`src/rtl/cpri_deframe_pkg.sv`:
```
// Shared types and default geometry for the CPRI chip deframer and its SOP lock FSM.
package cpri_deframe_pkg;

    typedef enum logic [1:0] {
        HUNT   = 2'd0,
        VERIFY = 2'd1,
        LOCKED = 2'd2
    } lock_state_e;

    localparam int CHIP_LEN_DEF     = 96;
    localparam int CHIP_PER_SYM_DEF = 132;
    localparam int SYM_NUM_DEF      = 5;

    localparam int WORD_IW = 7;
    localparam int CHIP_IW = 8;
    localparam int SYM_IW  = 3;
    localparam int LANES   = 8;

endpackage

```
`src/rtl/cpri_sop_lock_fsm.sv`:
```
// SOP cadence lock FSM: word counter plus good/miss counting over the registered SOP.
module cpri_sop_lock_fsm
    import cpri_deframe_pkg::*;
#(
    parameter int CHIP_LEN = CHIP_LEN_DEF,
    parameter int LOCK_CNT = 3,
    parameter int MISS_MAX = 2
) (
    input  logic               clk,
    input  logic               rst,
    input  logic               sop_i,
    output logic               locked_o,
    output logic [WORD_IW-1:0] word_idx_o,
    output logic               wrap_o,
    output logic               err_o,
    output logic               lock_loss_o
);

    localparam int GW = $clog2(LOCK_CNT + 1);
    localparam int MW = $clog2(MISS_MAX + 1);

    lock_state_e        state_q, state_d;
    logic [WORD_IW-1:0] word_q, word_d, cur_word;
    logic [GW-1:0]      good_q, good_d;
    logic [MW-1:0]      miss_q, miss_d;
    logic               lock_now, err, loss;

    always_ff @(posedge clk) begin
        if (rst) begin
            state_q <= HUNT;
            word_q  <= '0;
            good_q  <= '0;
            miss_q  <= '0;
        end else begin
            state_q <= state_d;
            word_q  <= word_d;
            good_q  <= good_d;
            miss_q  <= miss_d;
        end
    end

    always_comb begin
        state_d  = state_q;
        good_d   = good_q;
        miss_d   = miss_q;
        cur_word = word_q;
        lock_now = 1'b0;
        err      = 1'b0;
        loss     = 1'b0;
        unique case (state_q)
            HUNT: begin
                good_d = '0;
                miss_d = '0;
                if (sop_i) begin
                    cur_word = '0;
                    good_d   = GW'(1);
                    state_d  = VERIFY;
                end
            end
            VERIFY: begin
                if (sop_i) begin
                    cur_word = '0;
                    if (word_q != '0) begin
                        good_d = GW'(1);
                    end else if (good_q == GW'(LOCK_CNT - 1)) begin
                        good_d   = '0;
                        miss_d   = '0;
                        lock_now = 1'b1;
                        state_d  = LOCKED;
                    end else begin
                        good_d = good_q + GW'(1);
                    end
                end else if (word_q == '0) begin
                    good_d  = '0;
                    state_d = HUNT;
                end
            end
            LOCKED: begin
                // Stray SOPs are reported but never resync the word counter here.
                if (sop_i && word_q == '0) begin
                    miss_d = '0;
                end else if (sop_i || word_q == '0) begin
                    err = 1'b1;
                    if (miss_q == MW'(MISS_MAX - 1)) begin
                        miss_d  = '0;
                        loss    = 1'b1;
                        state_d = HUNT;
                    end else begin
                        miss_d = miss_q + MW'(1);
                    end
                end
            end
            default: state_d = HUNT;
        endcase
        word_d = (cur_word == WORD_IW'(CHIP_LEN - 1)) ? '0 : cur_word + WORD_IW'(1);
    end

    assign locked_o    = (state_q == LOCKED) || lock_now;
    assign word_idx_o  = cur_word;
    assign wrap_o      = (state_q == LOCKED) && (word_q == WORD_IW'(CHIP_LEN - 1));
    assign err_o       = err;
    assign lock_loss_o = loss;

endmodule

```
`src/rtl/cpri_chip_deframer.sv`:
```
// CPRI 8-lane chip deframer: locks to SOP cadence and tags words with word/chip/symbol position.
// Optional statistics counters are enabled by defining CPRI_DEFRAME_STAT_EN.
module cpri_chip_deframer
    import cpri_deframe_pkg::*;
#(
    parameter int DAT_DW       = 64,
    parameter int CHIP_LEN     = CHIP_LEN_DEF,
    parameter int CHIP_PER_SYM = CHIP_PER_SYM_DEF,
    parameter int SYM_NUM      = SYM_NUM_DEF,
    parameter int LOCK_CNT     = 3,
    parameter int MISS_MAX     = 2
) (
    input  logic               clk,
    input  logic               rst,
    input  logic               sop_cpri_i,
    input  logic [DAT_DW-1:0]  dat_cpri0_i,
    input  logic [DAT_DW-1:0]  dat_cpri1_i,
    input  logic [DAT_DW-1:0]  dat_cpri2_i,
    input  logic [DAT_DW-1:0]  dat_cpri3_i,
    input  logic [DAT_DW-1:0]  dat_cpri4_i,
    input  logic [DAT_DW-1:0]  dat_cpri5_i,
    input  logic [DAT_DW-1:0]  dat_cpri6_i,
    input  logic [DAT_DW-1:0]  dat_cpri7_i,
    output logic               vld_o,
    output logic               sym_sop_o,
    output logic               chip_sop_o,
    output logic [WORD_IW-1:0] word_idx_o,
    output logic [CHIP_IW-1:0] chip_idx_o,
    output logic [SYM_IW-1:0]  sym_idx_o,
    output logic [DAT_DW-1:0]  dat_cpri0_o,
    output logic [DAT_DW-1:0]  dat_cpri1_o,
    output logic [DAT_DW-1:0]  dat_cpri2_o,
    output logic [DAT_DW-1:0]  dat_cpri3_o,
    output logic [DAT_DW-1:0]  dat_cpri4_o,
    output logic [DAT_DW-1:0]  dat_cpri5_o,
    output logic [DAT_DW-1:0]  dat_cpri6_o,
    output logic [DAT_DW-1:0]  dat_cpri7_o,
    output logic               locked_o,
    output logic               sop_err_o
`ifdef CPRI_DEFRAME_STAT_EN
    ,
    output logic [15:0]        sop_err_cnt_o,
    output logic [15:0]        lock_loss_cnt_o
`endif
);

    logic [DAT_DW-1:0]  lane_in [LANES];
    logic [DAT_DW-1:0]  dat_p0_q [LANES];
    logic [DAT_DW-1:0]  dat_p1_q [LANES];
    logic               sop_p0_q;

    logic               fsm_locked, fsm_wrap, fsm_err, fsm_loss;
    logic [WORD_IW-1:0] fsm_word;

    logic [CHIP_IW-1:0] chip_cnt_q, chip_cnt_d;
    logic [SYM_IW-1:0]  sym_cnt_q, sym_cnt_d;

    logic               vld_q, sym_sop_q, chip_sop_q, locked_q, err_q;
    logic [WORD_IW-1:0] word_idx_q;
    logic [CHIP_IW-1:0] chip_idx_q;
    logic [SYM_IW-1:0]  sym_idx_q;

    assign lane_in[0] = dat_cpri0_i;
    assign lane_in[1] = dat_cpri1_i;
    assign lane_in[2] = dat_cpri2_i;
    assign lane_in[3] = dat_cpri3_i;
    assign lane_in[4] = dat_cpri4_i;
    assign lane_in[5] = dat_cpri5_i;
    assign lane_in[6] = dat_cpri6_i;
    assign lane_in[7] = dat_cpri7_i;

    // Stage p0: input register
    always_ff @(posedge clk) begin
        if (rst) begin
            sop_p0_q <= 1'b0;
            for (int i = 0; i < LANES; i++) dat_p0_q[i] <= '0;
        end else begin
            sop_p0_q <= sop_cpri_i;
            for (int i = 0; i < LANES; i++) dat_p0_q[i] <= lane_in[i];
        end
    end

    cpri_sop_lock_fsm #(
        .CHIP_LEN (CHIP_LEN),
        .LOCK_CNT (LOCK_CNT),
        .MISS_MAX (MISS_MAX)
    ) u_lock_fsm (
        .clk         (clk),
        .rst         (rst),
        .sop_i       (sop_p0_q),
        .locked_o    (fsm_locked),
        .word_idx_o  (fsm_word),
        .wrap_o      (fsm_wrap),
        .err_o       (fsm_err),
        .lock_loss_o (fsm_loss)
    );

    // Chip/symbol counters hold zero outside lock, so lock entry starts at chip 0 of symbol 0.
    always_comb begin
        chip_cnt_d = chip_cnt_q;
        sym_cnt_d  = sym_cnt_q;
        if (!fsm_locked) begin
            chip_cnt_d = '0;
            sym_cnt_d  = '0;
        end else if (fsm_wrap) begin
            if (chip_cnt_q == CHIP_IW'(CHIP_PER_SYM - 1)) begin
                chip_cnt_d = '0;
                sym_cnt_d  = (sym_cnt_q == SYM_IW'(SYM_NUM - 1)) ? '0 : sym_cnt_q + SYM_IW'(1);
            end else begin
                chip_cnt_d = chip_cnt_q + CHIP_IW'(1);
            end
        end
    end

    always_ff @(posedge clk) begin
        if (rst) begin
            chip_cnt_q <= '0;
            sym_cnt_q  <= '0;
        end else begin
            chip_cnt_q <= chip_cnt_d;
            sym_cnt_q  <= sym_cnt_d;
        end
    end

    // Stage p1: output register
    always_ff @(posedge clk) begin
        if (rst) begin
            vld_q      <= 1'b0;
            locked_q   <= 1'b0;
            err_q      <= 1'b0;
            chip_sop_q <= 1'b0;
            sym_sop_q  <= 1'b0;
            word_idx_q <= '0;
            chip_idx_q <= '0;
            sym_idx_q  <= '0;
            for (int i = 0; i < LANES; i++) dat_p1_q[i] <= '0;
        end else begin
            vld_q      <= fsm_locked;
            locked_q   <= fsm_locked;
            err_q      <= fsm_err;
            chip_sop_q <= fsm_locked && (fsm_word == '0);
            sym_sop_q  <= fsm_locked && (fsm_word == '0) && (chip_cnt_q == '0);
            word_idx_q <= fsm_word;
            chip_idx_q <= chip_cnt_q;
            sym_idx_q  <= sym_cnt_q;
            for (int i = 0; i < LANES; i++) dat_p1_q[i] <= dat_p0_q[i];
        end
    end

    assign vld_o       = vld_q;
    assign locked_o    = locked_q;
    assign sop_err_o   = err_q;
    assign chip_sop_o  = chip_sop_q;
    assign sym_sop_o   = sym_sop_q;
    assign word_idx_o  = word_idx_q;
    assign chip_idx_o  = chip_idx_q;
    assign sym_idx_o   = sym_idx_q;
    assign dat_cpri0_o = dat_p1_q[0];
    assign dat_cpri1_o = dat_p1_q[1];
    assign dat_cpri2_o = dat_p1_q[2];
    assign dat_cpri3_o = dat_p1_q[3];
    assign dat_cpri4_o = dat_p1_q[4];
    assign dat_cpri5_o = dat_p1_q[5];
    assign dat_cpri6_o = dat_p1_q[6];
    assign dat_cpri7_o = dat_p1_q[7];

`ifdef CPRI_DEFRAME_STAT_EN
    logic [15:0] err_cnt_q, loss_cnt_q;

    always_ff @(posedge clk) begin
        if (rst) begin
            err_cnt_q  <= '0;
            loss_cnt_q <= '0;
        end else begin
            if (fsm_err && err_cnt_q != 16'hFFFF) err_cnt_q <= err_cnt_q + 16'd1;
            if (fsm_loss && loss_cnt_q != 16'hFFFF) loss_cnt_q <= loss_cnt_q + 16'd1;
        end
    end

    assign sop_err_cnt_o   = err_cnt_q;
    assign lock_loss_cnt_o = loss_cnt_q;
`else
    logic unused_fsm_loss;
    assign unused_fsm_loss = fsm_loss;
`endif

endmodule

```
`config.mk`:
```
export PLATFORM = sky130hd
export DESIGN_NAME = cpri_chip_deframer
export DESIGN_NICKNAME = d
export VERILOG_FILES = /design/src/rtl/cpri_deframe_pkg.sv /design/src/rtl/cpri_sop_lock_fsm.sv /design/src/rtl/cpri_chip_deframer.sv
export SDC_FILE = /design/constraint.sdc
export NUM_CORES = 1
export LEC_CHECK = 0
export BUFFER_PORTS_ARGS = -buffer_cell sky130_fd_sc_hd__buf_4
export CELL_PAD_IN_SITES_DETAIL_PLACEMENT = 1
export CELL_PAD_IN_SITES_GLOBAL_PLACEMENT = 1
export CORE_AREA = 2 2 413 415
export CTS_BUF_LIST = sky130_fd_sc_hd__clkbuf_16
export DETAILED_ROUTE_END_ITERATION = 6
export DIE_AREA = 0 0 415 417
export PLACE_DENSITY_LB_ADDON = 0.1
export SLEW_MARGIN = 0
export SYNTH_ARGS = -nofsm -noshare
export SYNTH_HDL_FRONTEND = slang
export SYNTH_HIERARCHICAL = 1
export SYNTH_SLANG_ARGS = --single-unit
```
`constraint.sdc`:
```
create_clock -name clk -period 6 [get_ports clk]
set_input_delay 0.6 -clock clk [delete_from_list [all_inputs] [get_ports clk]]
set_output_delay 0.6 -clock clk [all_outputs]
set_load 0.005 [all_outputs]
```
Yosys cells after proc, flatten, opt, wreduce, memory -nomap -nowiden:

Memory sizes are Yosys's and may differ from the RTL's.
Index checks and enable logic that the tools add are counted.

* register bits: 47
* bits in writable memories: 1024
* input bits: 515
* output and inout bits: 535
* memories: 2

Memories
* dat_p0_q: depth 8, width 64, rd ports 8, clocked after memory_dff 0, write ports 8, RTL line cpri_chip_deframer.sv:48 `logic [DAT_DW-1:0] dat_p0_q [LANES];`
* dat_p1_q: depth 8, width 64, rd ports 8, clocked after memory_dff 0, write ports 8, RTL line cpri_chip_deframer.sv:49 `logic [DAT_DW-1:0] dat_p1_q [LANES];`

* add/sub/neg operators: 5
* equality and inequality tests: 19
* multiplexer cells: 49
* bitwise gates (word level): 18
* reductions and logical operators: 21

Operator list (count)
* $mux 64: 16
* $mux 2: 17
* $or 1x1->1: 16
* $eq 7x7->1 const B: 2
* $logic_not 7->1: 2
* $mux 7: 2
* $pmux 2 s3: 2
* $mux 1: 9
* $add 8x1->8 const B: 1
* $eq 8x8->1 const B: 1
* $logic_not 8->1: 1
* $mux 8: 1
* $ne 2x2->1 const B: 4
* $add 7x1->7 const B: 1
* $reduce_and 7->1: 1
* $reduce_bool 7->1: 1
* $ne 2x1->1 const B: 3
* $ne 3x2->1 const B: 2
* $reduce_or 2->1: 3
* $reduce_and 5->1: 1
* $add 2x1->2 const B: 2
* $eq 2x1->1 const B: 2
* $eq 2x2->1 const B: 2
* $logic_and 1x1->1: 4
* other kinds (13): 16

Depth between registers and ports, before layout:

Gate-level depths: netlist of the first run.

* depth in word-level cells: 8
* mapped depth: 7

Cells and area by module:

Netlist of the first run, hierarchy kept.

Modules (own cells, without submodules)
* cpri_chip_deframer: instances 1, cells each 2283, area an instance 28571.2 µm², seq. area each 21180.3 µm²
* cpri_sop_lock_fsm: instances 1, cells each 100, area an instance 813.3 µm², seq. area each 260.2 µm²

Least setup slack after synthesis of the first run:

OpenSTA, ideal clock, no wires.

* path kind: register -> register
* start: register u_lock_fsm.word_q[2]
* end: register u_lock_fsm.good_q[1]
* setup time: 0.096 ns
* arrival: 2.007 ns
* data required time: 5.904 ns
* slack: 3.897 ns
* stages on the path, launching flop included: 6
* buffers on the path: 0
* cell sequence: dfxtp_1 > or4_4 > or2_4 > ha_1 > or3_1 > o41ai_2

* word-level cells in the longest chain between the ends: 4
* elaborated cells between the ends (all ways): 7
* classes of those cells: eq/ne: 1; mux: 3; reduce/logical: 3

RTL lines
* start: declaration: RTL line cpri_sop_lock_fsm.sv:23 `logic [WORD_IW-1:0] word_q, word_d, cur_word;`
* start signal: assignment: RTL line cpri_sop_lock_fsm.sv:36 `word_q <= word_d;`
* $reduce_bool 7->1: RTL line cpri_sop_lock_fsm.sv:63 `if (word_q != '0) begin`
* $mux 2: RTL line cpri_sop_lock_fsm.sv:63
* $mux 2: RTL line cpri_sop_lock_fsm.sv:61 `if (sop_i) begin`
* $pmux 2 s2: RTL line cpri_sop_lock_fsm.sv:50 `unique case (state_q)`
* end signal: assignment: RTL line cpri_sop_lock_fsm.sv:37 `good_q <= good_d;`
* end: declaration: RTL line cpri_sop_lock_fsm.sv:24 `logic [GW-1:0] good_q, good_d;`

Several ways; a longest one is shown, not always the timed one.
A chain may end at the register's enable or synchronous reset.

Worst setup path in the final report of the first run:

Ends and elaborated chain as after synthesis.

==> impl_metrics.py, run 1 <==
metrics = {
    "worst_setup_path": {
        "slowest_delay_ps": 570,
        "critical_path_arrival_ps": 2960,
        "r2r_start": "u_lock_fsm/word_q[2]$_SDFF_PP0_",
        "r2r_end": "u_lock_fsm/good_q[1]$_SDFFE_PP0P_",
        "crit_path_top_delay_cell": "or4_4",
        "path_max_fanout": 6,
        "worst-setup-path-type": "reg2reg",
        "critPathLaunchType": "flop",
        "path_cells": "or4_4 > or2_4 > ha_1 > or3_1 > o41ai_2",
        "end_kind": "flop",
        "reg2reg_depth": 5,
        "r2r_slack_ps": 3700,
        "required_ps": 6660,
    },
    "min_path": {
        "whs_path_depth": 2,
        "whs_endpoint": "dat_p0_q[0][91]$_SDFF_PP0_",
        "hp-class": "in2reg",
        "min_from": "dat_cpri1_i[27]",
    },
    "power": {
        "power_frac_seq": 0.470,
        "switching_share": 0.229,
        "pwr-share-clk": 0.455,
        "pwr-share-comb": 0.075,
        "leakage_nw": 20.9,
        "p_sw_mw": 3.66,
        "p_int_mw": 12.3,
        "p_per_area_nw_per_um2": 331,
        "vdd_drop_max_uv": 267,
    },
    "finish": {
        "drive_gt1_frac": 0.305,
        "layout_common_cells": "dfxtp_1, buf_4, nor2b_1, dlygate4sd3_1, clkbuf_16",
        "fin_area_um2": 48400,
        "fin_nets": 4455,
        "areaGrowthSynthToFinish_pct": 64.7,
        "final_common_cell": "dfxtp_1",
    },
    "detailed_routing": {
        "drtIter0Drc": 660,
        "drc": 0,
        "drtPass1Iterations": 4,
        "drt_wl_total_um": 108000,
        "wl_per_cell_um": 17.3,
        "via_count": 20900,
        "final_antenna_net_count": 0,
        "via_per_inst": 3.34,
    },
    "floorplanning": {
        "dieHeight_um": 417,
        "core_um2": 169000,
        "die_area_um2": 173000,
        "placementRows": 151,
        "ios": 1050,
        "initial_core_util": 0.174,
        "die_w_um": 415,
    },
    "sta": {
        "finalCriticalPeriod_ps": 2300,
        "fmaxAchievable_mhz": 435,
        "final.period_utilization": 0.383,
        "finalHoldViolations": 0,
        "slew_headroom": 0.365,
        "tightest_slew_ps": 952,
        "slew_viol_final": 0,
        "setup_viol": 0,
        "fin_setup_tns_ps": 0,
        "rsz0062_at_grt": "false",
        "skew_ps": 21.9,
    },
    "clocking": {
        "cts-root-buf": "clkbuf_16",
        "cts_buffer_depth": 3,
        "clock_latency_ps": 760,
        "post-cts-setup-buffer-count": 0,
        "cts.sink_count": 1071,
        "cts_tree": "yes",
        "clkTransAtPathRegs_ps": 60,
        "cts_buffers": 132,
        "h-tree-depth": 4,
    },
    "synthesis": {
        "netlist_area_um2": 29400,
        "yosysWarnings": 6,
        "postSynthCellCount": 2382,
        "synth_fp_nets": 2906,
        "avgSynthCellArea_um2": 12.3,
    },
    "global_routing": {
        "antenna_found_initial": 10,
        "first_global_vias": 21800,
        "grt.overflow.total": 0,
        "grt_start_max_net_pins": 182,
        "grt_pass1_wl_um": 154000,
        "grt_use_total": 0.123,
    },
    "placement": {
        "port_buffers": 1049,
        "place_congestion": 0.737,
        "placed_area_um2": 39700,
        "place_hpwl_um": 79700,
    },
    "flow_run": {
        "maxCapViolations": 0,
    },
    "run_status": {
        "status": "completed",
    },
}
-- repair_timing --
| action | in CTS | in global routing |
|---|---|---|
| resized for setup | 0 | 0 |
| hold endpoints to repair | 476 | 0 |
| hold buffers | 476 | 0 |
-- worst max path at each step --
stage               depth (start not counted)                                end                            start
finish                                      5  u_lock_fsm/good_q[1]$_SDFFE_PP0P_  u_lock_fsm/word_q[2]$_SDFF_PP0_
floorplan                                   5  u_lock_fsm/good_q[1]$_SDFFE_PP0P_  u_lock_fsm/word_q[2]$_SDFF_PP0_
detailed placement                          6         chip_cnt_q[4]$_SDFFE_PP0P_                              rst
global placement                            6         chip_cnt_q[4]$_SDFFE_PP0P_                              rst
CTS                                         5  u_lock_fsm/good_q[1]$_SDFFE_PP0P_  u_lock_fsm/word_q[2]$_SDFF_PP0_
global route                                5  u_lock_fsm/good_q[1]$_SDFFE_PP0P_  u_lock_fsm/word_q[2]$_SDFF_PP0_
-- through the flow --
step                      std cells  hold WS, ps  total power [mW]  setup WS, ps   util
final                          6254         85.5              16.0          3700  0.287
after global routing           6249         12.0              16.8          3570  0.287
after global placement         5539          414              8.62          3330  0.236
after CTS                      6244        0.979              16.4          3680  0.287
after detailed placement       5539          424              8.63          3300  0.236
after floorplan                2382          408              7.99          3900      -
-- worst max-delay path, delay by kind of cell, from the launching register on --
kind / cells / cell delay, ps
and+or+nand+nor: 3 / 1310
DFF: 1 / 370
AOI/OAI and AO/OA: 1 / 270
adders and majority gates: 1 / 250
-- state kept, by name (all words and copies together) (netlist names), 2 cells and up --
| name | cells |
|---|---|
| sym_cnt_q | 3 |
| u_lock_fsm/good_q | 2 |
| sym_idx_o | 3 |
| word_idx_o | 7 |
| chip_idx_o | 8 |
| chip_cnt_q | 8 |
| dat_p0_q | 512 |
| u_lock_fsm/word_q | 7 |
| u_lock_fsm/state_q | 2 |
| dat_p1_q | 512 |
| u_lock_fsm/miss_q | 2 |
-- routing by layer --
layer / GRT usage / vias up / routed length (µm)
met4: 0.0464 / 0 / 3420
met5: 0 / - / 0
met1: 0.126 / 9740 / 40000
met2: 0.221 / 624 / 56400
met3: 0.0502 / 165 / 8460
li1: - / 10400 / -
-- power groups by stage --
stage	clock network (mW)	logic, mW	registers (mW)
2_1_floorplan	0	0.318	7.67
3_3_place_gp	0	0.945	7.68
3_5_place_dp	0	0.951	7.68
4_1_cts	7.65	1.25	7.53
5_1_grt	7.94	1.32	7.55
6_report	7.27	1.20	7.52
-- final cells by class --
class / instances / area, µm²
clock inverter: 94 / 508
timing repair buffer: 1539 / 12800
tap: 2218 / 2780
multi-input combinational: 1175 / 7410
antenna: 10 / 25.0
inverter: 12 / 45.0
sequential: 1071 / 21400
fill: 18800 / 120000
clock buffer: 135 / 3380
Note: power is estimated with default switching activity, not from simulation.
==> run 2: changes to the inputs <==
- CORE_AREA: 2 2 413 415 -> 2 2 405 407
- DIE_AREA: 0 0 415 417 -> 0 0 407 409
- clock period: 6 -> 2.39 ns (I/O delays scaled with it)
==> run 2 against run 1 <==
Final area rose by 1.5%. Sequential share of layout area down 0.66 points. Clock-buffer cell count stayed put. Die area fell by 3.8%. Sequential cell count unchanged. Critical path type unchanged.
==> impl_metrics.py, run 2 (same netlist as run 1, synthesis figures left out) <==
metrics = {
    "worst_setup_path": {
        "critical_path_arrival_ps": 2890,
        "path_max_fanout": 6,
        "reg2reg_depth": 5,
        "end_kind": "flop",
        "r2r_slack_ps": 130,
        "crit_path_end": "u_lock_fsm/good_q[1]$_SDFFE_PP0P_",
        "critPathLaunchType": "flop",
        "required_ps": 3030,
        "r2r_start": "u_lock_fsm/word_q[2]$_SDFF_PP0_",
        "critPathLaunch": "u_lock_fsm/word_q[2]$_SDFF_PP0_",
        "r2r_end": "u_lock_fsm/good_q[1]$_SDFFE_PP0P_",
        "worst-setup-path-type": "reg2reg",
    },
    "sta": {
        "fin_setup_tns_ps": 0,
        "finalCriticalPeriod_ps": 2260,
        "slew_headroom": 0.603,
        "skew_ps": 41.6,
        "setup_slack_ps": 134,
        "tightest_slew_ps": 595,
        "finalHoldViolations": 0,
        "rsz0062_at_grt": "false",
        "setup_viol": 0,
        "slew_viol_final": 0,
        "fmaxAchievable_mhz": 443,
        "final.period_utilization": 0.944,
    },
    "detailed_routing": {
        "drtIter0Drc": 640,
        "drtPass1Iterations": 5,
        "wl_per_cell_um": 17.1,
        "via_count": 21400,
        "drc": 0,
        "via_per_inst": 3.40,
        "final_antenna_net_count": 0,
        "drt_wl_total_um": 108000,
    },
    "placement": {
        "place_hpwl_um": 80400,
        "dp_slack_ps": 119,
        "dp.cells": 5513,
        "port_buffers": 1049,
        "place_congestion": 0.725,
    },
    "clocking": {
        "clock_latency_ps": 750,
        "cts_buffers": 133,
        "cts_tree": "yes",
        "post-cts-setup-buffer-count": 0,
        "cts.sink_count": 1071,
        "cts_hold_buf": 518,
        "cts_buffer_depth": 3,
        "clkTransAtPathRegs_ps": 50,
        "h-tree-depth": 4,
        "cts-root-buf": "clkbuf_16",
        "ctsResizeCount": 0,
    },
    "run_status": {
        "status": "completed",
    },
    "power": {
        "p_per_area_nw_per_um2": 825,
        "leakage_nw": 21.2,
        "p_sw_mw": 9.37,
        "switching_share": 0.231,
        "pwr-share-comb": 0.077,
        "p_int_mw": 31.2,
        "power_frac_seq": 0.466,
        "power_mw": 40.5,
        "pwr-share-clk": 0.457,
        "vdd_drop_max_uv": 655,
    },
    "floorplanning": {
        "ios": 1050,
        "core_um2": 162000,
        "initial_core_util": 0.181,
        "die_w_um": 407,
        "dieHeight_um": 409,
        "die_area_um2": 166000,
        "placementRows": 148,
    },
    "finish": {
        "layoutNonFillerInstCount": 6281,
        "largestRegisters": "dat_p0_q x512, dat_p1_q x512",
        "drive_gt1_frac": 0.306,
        "fin_nets": 4515,
        "utilization": 0.303,
        "areaGrowthSynthToFinish_pct": 67.2,
        "final_common_cell": "dfxtp_1",
        "layout_common_cells": "dfxtp_1, buf_4, nor2b_1, dlygate4sd3_1, clkbuf_16",
    },
    "global_routing": {
        "grt_pass1_wl_um": 152000,
        "first_global_vias": 22600,
        "grt_use_total": 0.126,
        "antenna_found_initial": 25,
        "grt.overflow.total": 0,
        "grt_start_max_net_pins": 134,
    },
    "min_path": {
        "hp-class": "in2reg",
    },
    "flow_run": {
        "maxCapViolations": 0,
    },
}
-- run 2: cell count changes in the layout (fill, tap and decap cells not counted), sizes merged --
cell	before	now
buf	1063	1080
clkinv	33	50
clkinvlp	1	3
diode	10	15
dlygate4sd3	476	518
inv	70	57
-- run 2: metal layers --
| metal | share of wire | wire length (µm) | GRT usage |
|---|---|---|---|
| met2 | 0.49 | 53200 | 0.219 |
| met1 | 0.36 | 38800 | 0.126 |
| met4 | 0.032 | 3470 | 0.0469 |
| met3 | 0.11 | 12200 | 0.0662 |
| met5 | 0.00054 | 58 | 0 |
-- run 2: worst min path at each step --
stage	cells after the start	slack, ps	to	startpoint
floorplan	1	370	dat_p0_q[0][0]$_SDFF_PP0_	dat_cpri0_i[0]
global placement	1	410	dat_p1_q[0][20]$_SDFF_PP0_	dat_p0_q[0][20]$_SDFF_PP0_
detailed placement	1	420	dat_p1_q[0][103]$_SDFF_PP0_	dat_p0_q[0][103]$_SDFF_PP0_
CTS	3	140	dat_p0_q[0][280]$_SDFF_PP0_	dat_cpri4_i[24]
global route	3	170	dat_p0_q[0][309]$_SDFF_PP0_	dat_cpri4_i[53]
finish	3	230	dat_p0_q[0][375]$_SDFF_PP0_	dat_cpri5_i[55]
-- run 2: layout make-up --
class                   instances  area, µm²
diodes                         15       37.5
clock buffers                 135       3380
clock inverters               100        632
fillers                     18000     113000
inverters                      12       45.0
multi-input cells            1175       7410
flip-flops and latches       1071      21400
well taps                    2175       2720
repair buffers               1598      13500
-- run 2: through the flow --
| step | hold WS, ps | area (µm²) |
|---|---|---|
| after global placement | 414 | 39900 |
| after CTS | 140 | 49100 |
| after detailed placement | 424 | 39900 |
| final | 232 | 49100 |
| after floorplan | 367 | 29400 |
| after global routing | 174 | 49100 |
-- run 2: worst max-delay path, stage by stage (launching register included) --
cell and delay (ps):
dfxtp_1 350, or4_4 570, or2_4 310, ha_1 240
or3_1 430, o41ai_2 270
-- run 2: power by group through the flow --
stage / sequential (mW) / clock (mW) / combinational (mW)
after detailed placement: 19.3 / 0 / 2.43
after global routing: 18.9 / 20.2 / 3.44
after floorplan: 19.3 / 0 / 0.799
final: 18.9 / 18.5 / 3.13
after global placement: 19.3 / 0 / 2.41
after CTS: 18.9 / 19.4 / 3.24
==> run 3: changes to the inputs <==
- CTS_BUF_LIST: sky130_fd_sc_hd__clkbuf_16 -> unset
==> run 3 against run 2 <==
Die area stayed put. Global-route usage about the same. Total power grew 3.2%. Clock power up 7%. Clock skew rose by 0.56 ps. Critical path type unchanged.
==> impl_metrics.py, run 3 (same netlist as run 1, synthesis figures left out) <==
metrics = {
    "clocking": {
        "cts_buffer_depth": 3,
        "cts_tree": "yes",
        "clkTransAtPathRegs_ps": 50,
        "h-tree-depth": 4,
        "cts-root-buf": "clkbuf_16",
        "clock_latency_ps": 750,
        "cts.sink_count": 1071,
        "ctsResizeCount": 0,
        "cts_buffers": 133,
    },
    "worst_setup_path": {
        "critPathLaunchType": "flop",
        "r2r_slack_ps": 130,
        "required_ps": 3030,
        "worst-setup-path-type": "reg2reg",
        "path_max_fanout": 6,
        "end_kind": "flop",
        "critical_path_arrival_ps": 2900,
    },
    "floorplanning": {
        "die_w_um": 407,
        "die_area_um2": 166000,
        "ios": 1050,
        "initial_core_util": 0.181,
        "dieHeight_um": 409,
        "core_um2": 162000,
        "placementRows": 148,
    },
    "detailed_routing": {
        "via_per_inst": 3.40,
        "drtIter0Drc": 616,
        "drtPass1Iterations": 5,
        "wl_per_cell_um": 17.2,
        "via_count": 21400,
        "drt_wl_total_um": 108000,
        "drc": 0,
        "final_antenna_net_count": 0,
    },
    "sta": {
        "slew_headroom": 0.609,
        "finalHoldViolations": 0,
        "rsz0062_at_grt": "false",
        "finalCriticalPeriod_ps": 2260,
        "final.period_utilization": 0.944,
        "fin_setup_tns_ps": 0,
        "setup_viol": 0,
        "tightest_slew_ps": 586,
        "setup_slack_ps": 134,
        "slew_viol_final": 0,
        "fmaxAchievable_mhz": 443,
        "skew_ps": 42.2,
    },
    "finish": {
        "largestRegisters": "dat_p0_q x512, dat_p1_q x512",
        "layoutNonFillerInstCount": 6281,
        "drive_gt1_frac": 0.314,
        "areaGrowthSynthToFinish_pct": 68.3,
        "fin_nets": 4515,
        "utilization": 0.305,
        "final_common_cell": "dfxtp_1",
        "layout_common_cells": "dfxtp_1, buf_4, nor2b_1, dlygate4sd3_1, clkbuf_16",
        "num-fill-cells": 18000,
    },
    "global_routing": {
        "grt.overflow.total": 0,
        "antenna_found_initial": 25,
        "first_global_vias": 22600,
        "grt_start_max_net_pins": 134,
        "grt_use_total": 0.126,
        "grt_pass1_wl_um": 152000,
    },
    "placement": {
        "dp.cells": 5513,
        "place_congestion": 0.725,
        "port_buffers": 1049,
        "dp_slack_ps": 119,
        "place_hpwl_um": 80400,
    },
    "flow_run": {
        "maxCapViolations": 0,
    },
    "power": {
        "leakage_nw": 21.2,
        "p_per_area_nw_per_um2": 846,
        "power_mw": 41.8,
        "vdd_drop_max_uv": 655,
    },
    "min_path": {
        "hp-class": "in2reg",
    },
    "run_status": {
        "status": "completed",
    },
}
## run 3: path summary, 6_finish.rpt
check,start,endpoint,depth (start not counted)
max,u_lock_fsm/word_q[2]$_SDFF_PP0_,u_lock_fsm/good_q[1]$_SDFFE_PP0P_,5
max reg2reg,u_lock_fsm/word_q[2]$_SDFF_PP0_,u_lock_fsm/good_q[1]$_SDFFE_PP0P_,5
min reg2reg,dat_p0_q[0][472]$_SDFF_PP0_,dat_p1_q[0][472]$_SDFF_PP0_,1
min,dat_cpri5_i[55],dat_p0_q[0][375]$_SDFF_PP0_,3
## run 3: through the flow
step                cell area [µm²]  hold slack, ps
floorplan                     29400             367
global placement              39900             414
detailed placement            39900             424
CTS                           49400             140
global route                  49400             175
finish                        49400             233
## run 3: per-layer routing
metal / vias to the layer above / track usage / wire length, µm
met5: - / 0 / 61
met4: 10 / 0.0473 / 3470
met3: 173 / 0.0660 / 12100
met2: 738 / 0.219 / 53200
met1: 9925 / 0.126 / 38900
li1: 10500 / - / -
## run 3: area by class of cell
class	count	area (µm²)	share of cell area
antenna	15	37.5	0.000759
clock buffer	206	3980	0.0804
clock inverter	29	365	0.00739
inverter	12	45.0	0.000911
multi-input combinational	1175	7410	0.150
sequential	1071	21400	0.434
tap	2175	2720	0.0550
timing repair buffer	1598	13500	0.272
## run 3: worst max-delay path, cell delays in order, from the launching register on
cell,delay (ps)
dfxtp_1,350
or4_4,570
or2_4,310
ha_1,240
or3_1,430
o41ai_2,270
## run 3: power breakdown
group | switching (mW) | leakage (nW) | total [mW] | internal [mW]
Combinational | 1.16 | 10.3 | 3.13 | 1.97
Sequential | 0.199 | 8.85 | 18.9 | 18.7
Clock | 8.06 | 2.12 | 19.8 | 11.7
Total | 9.43 | 21.2 | 41.8 | 32.4
## run 3: repair_timing
action | CTS | global route
setup buffers | 0 | 0
endpoints found under the hold margin | 520 | 0
hold buffers | 518 | 0
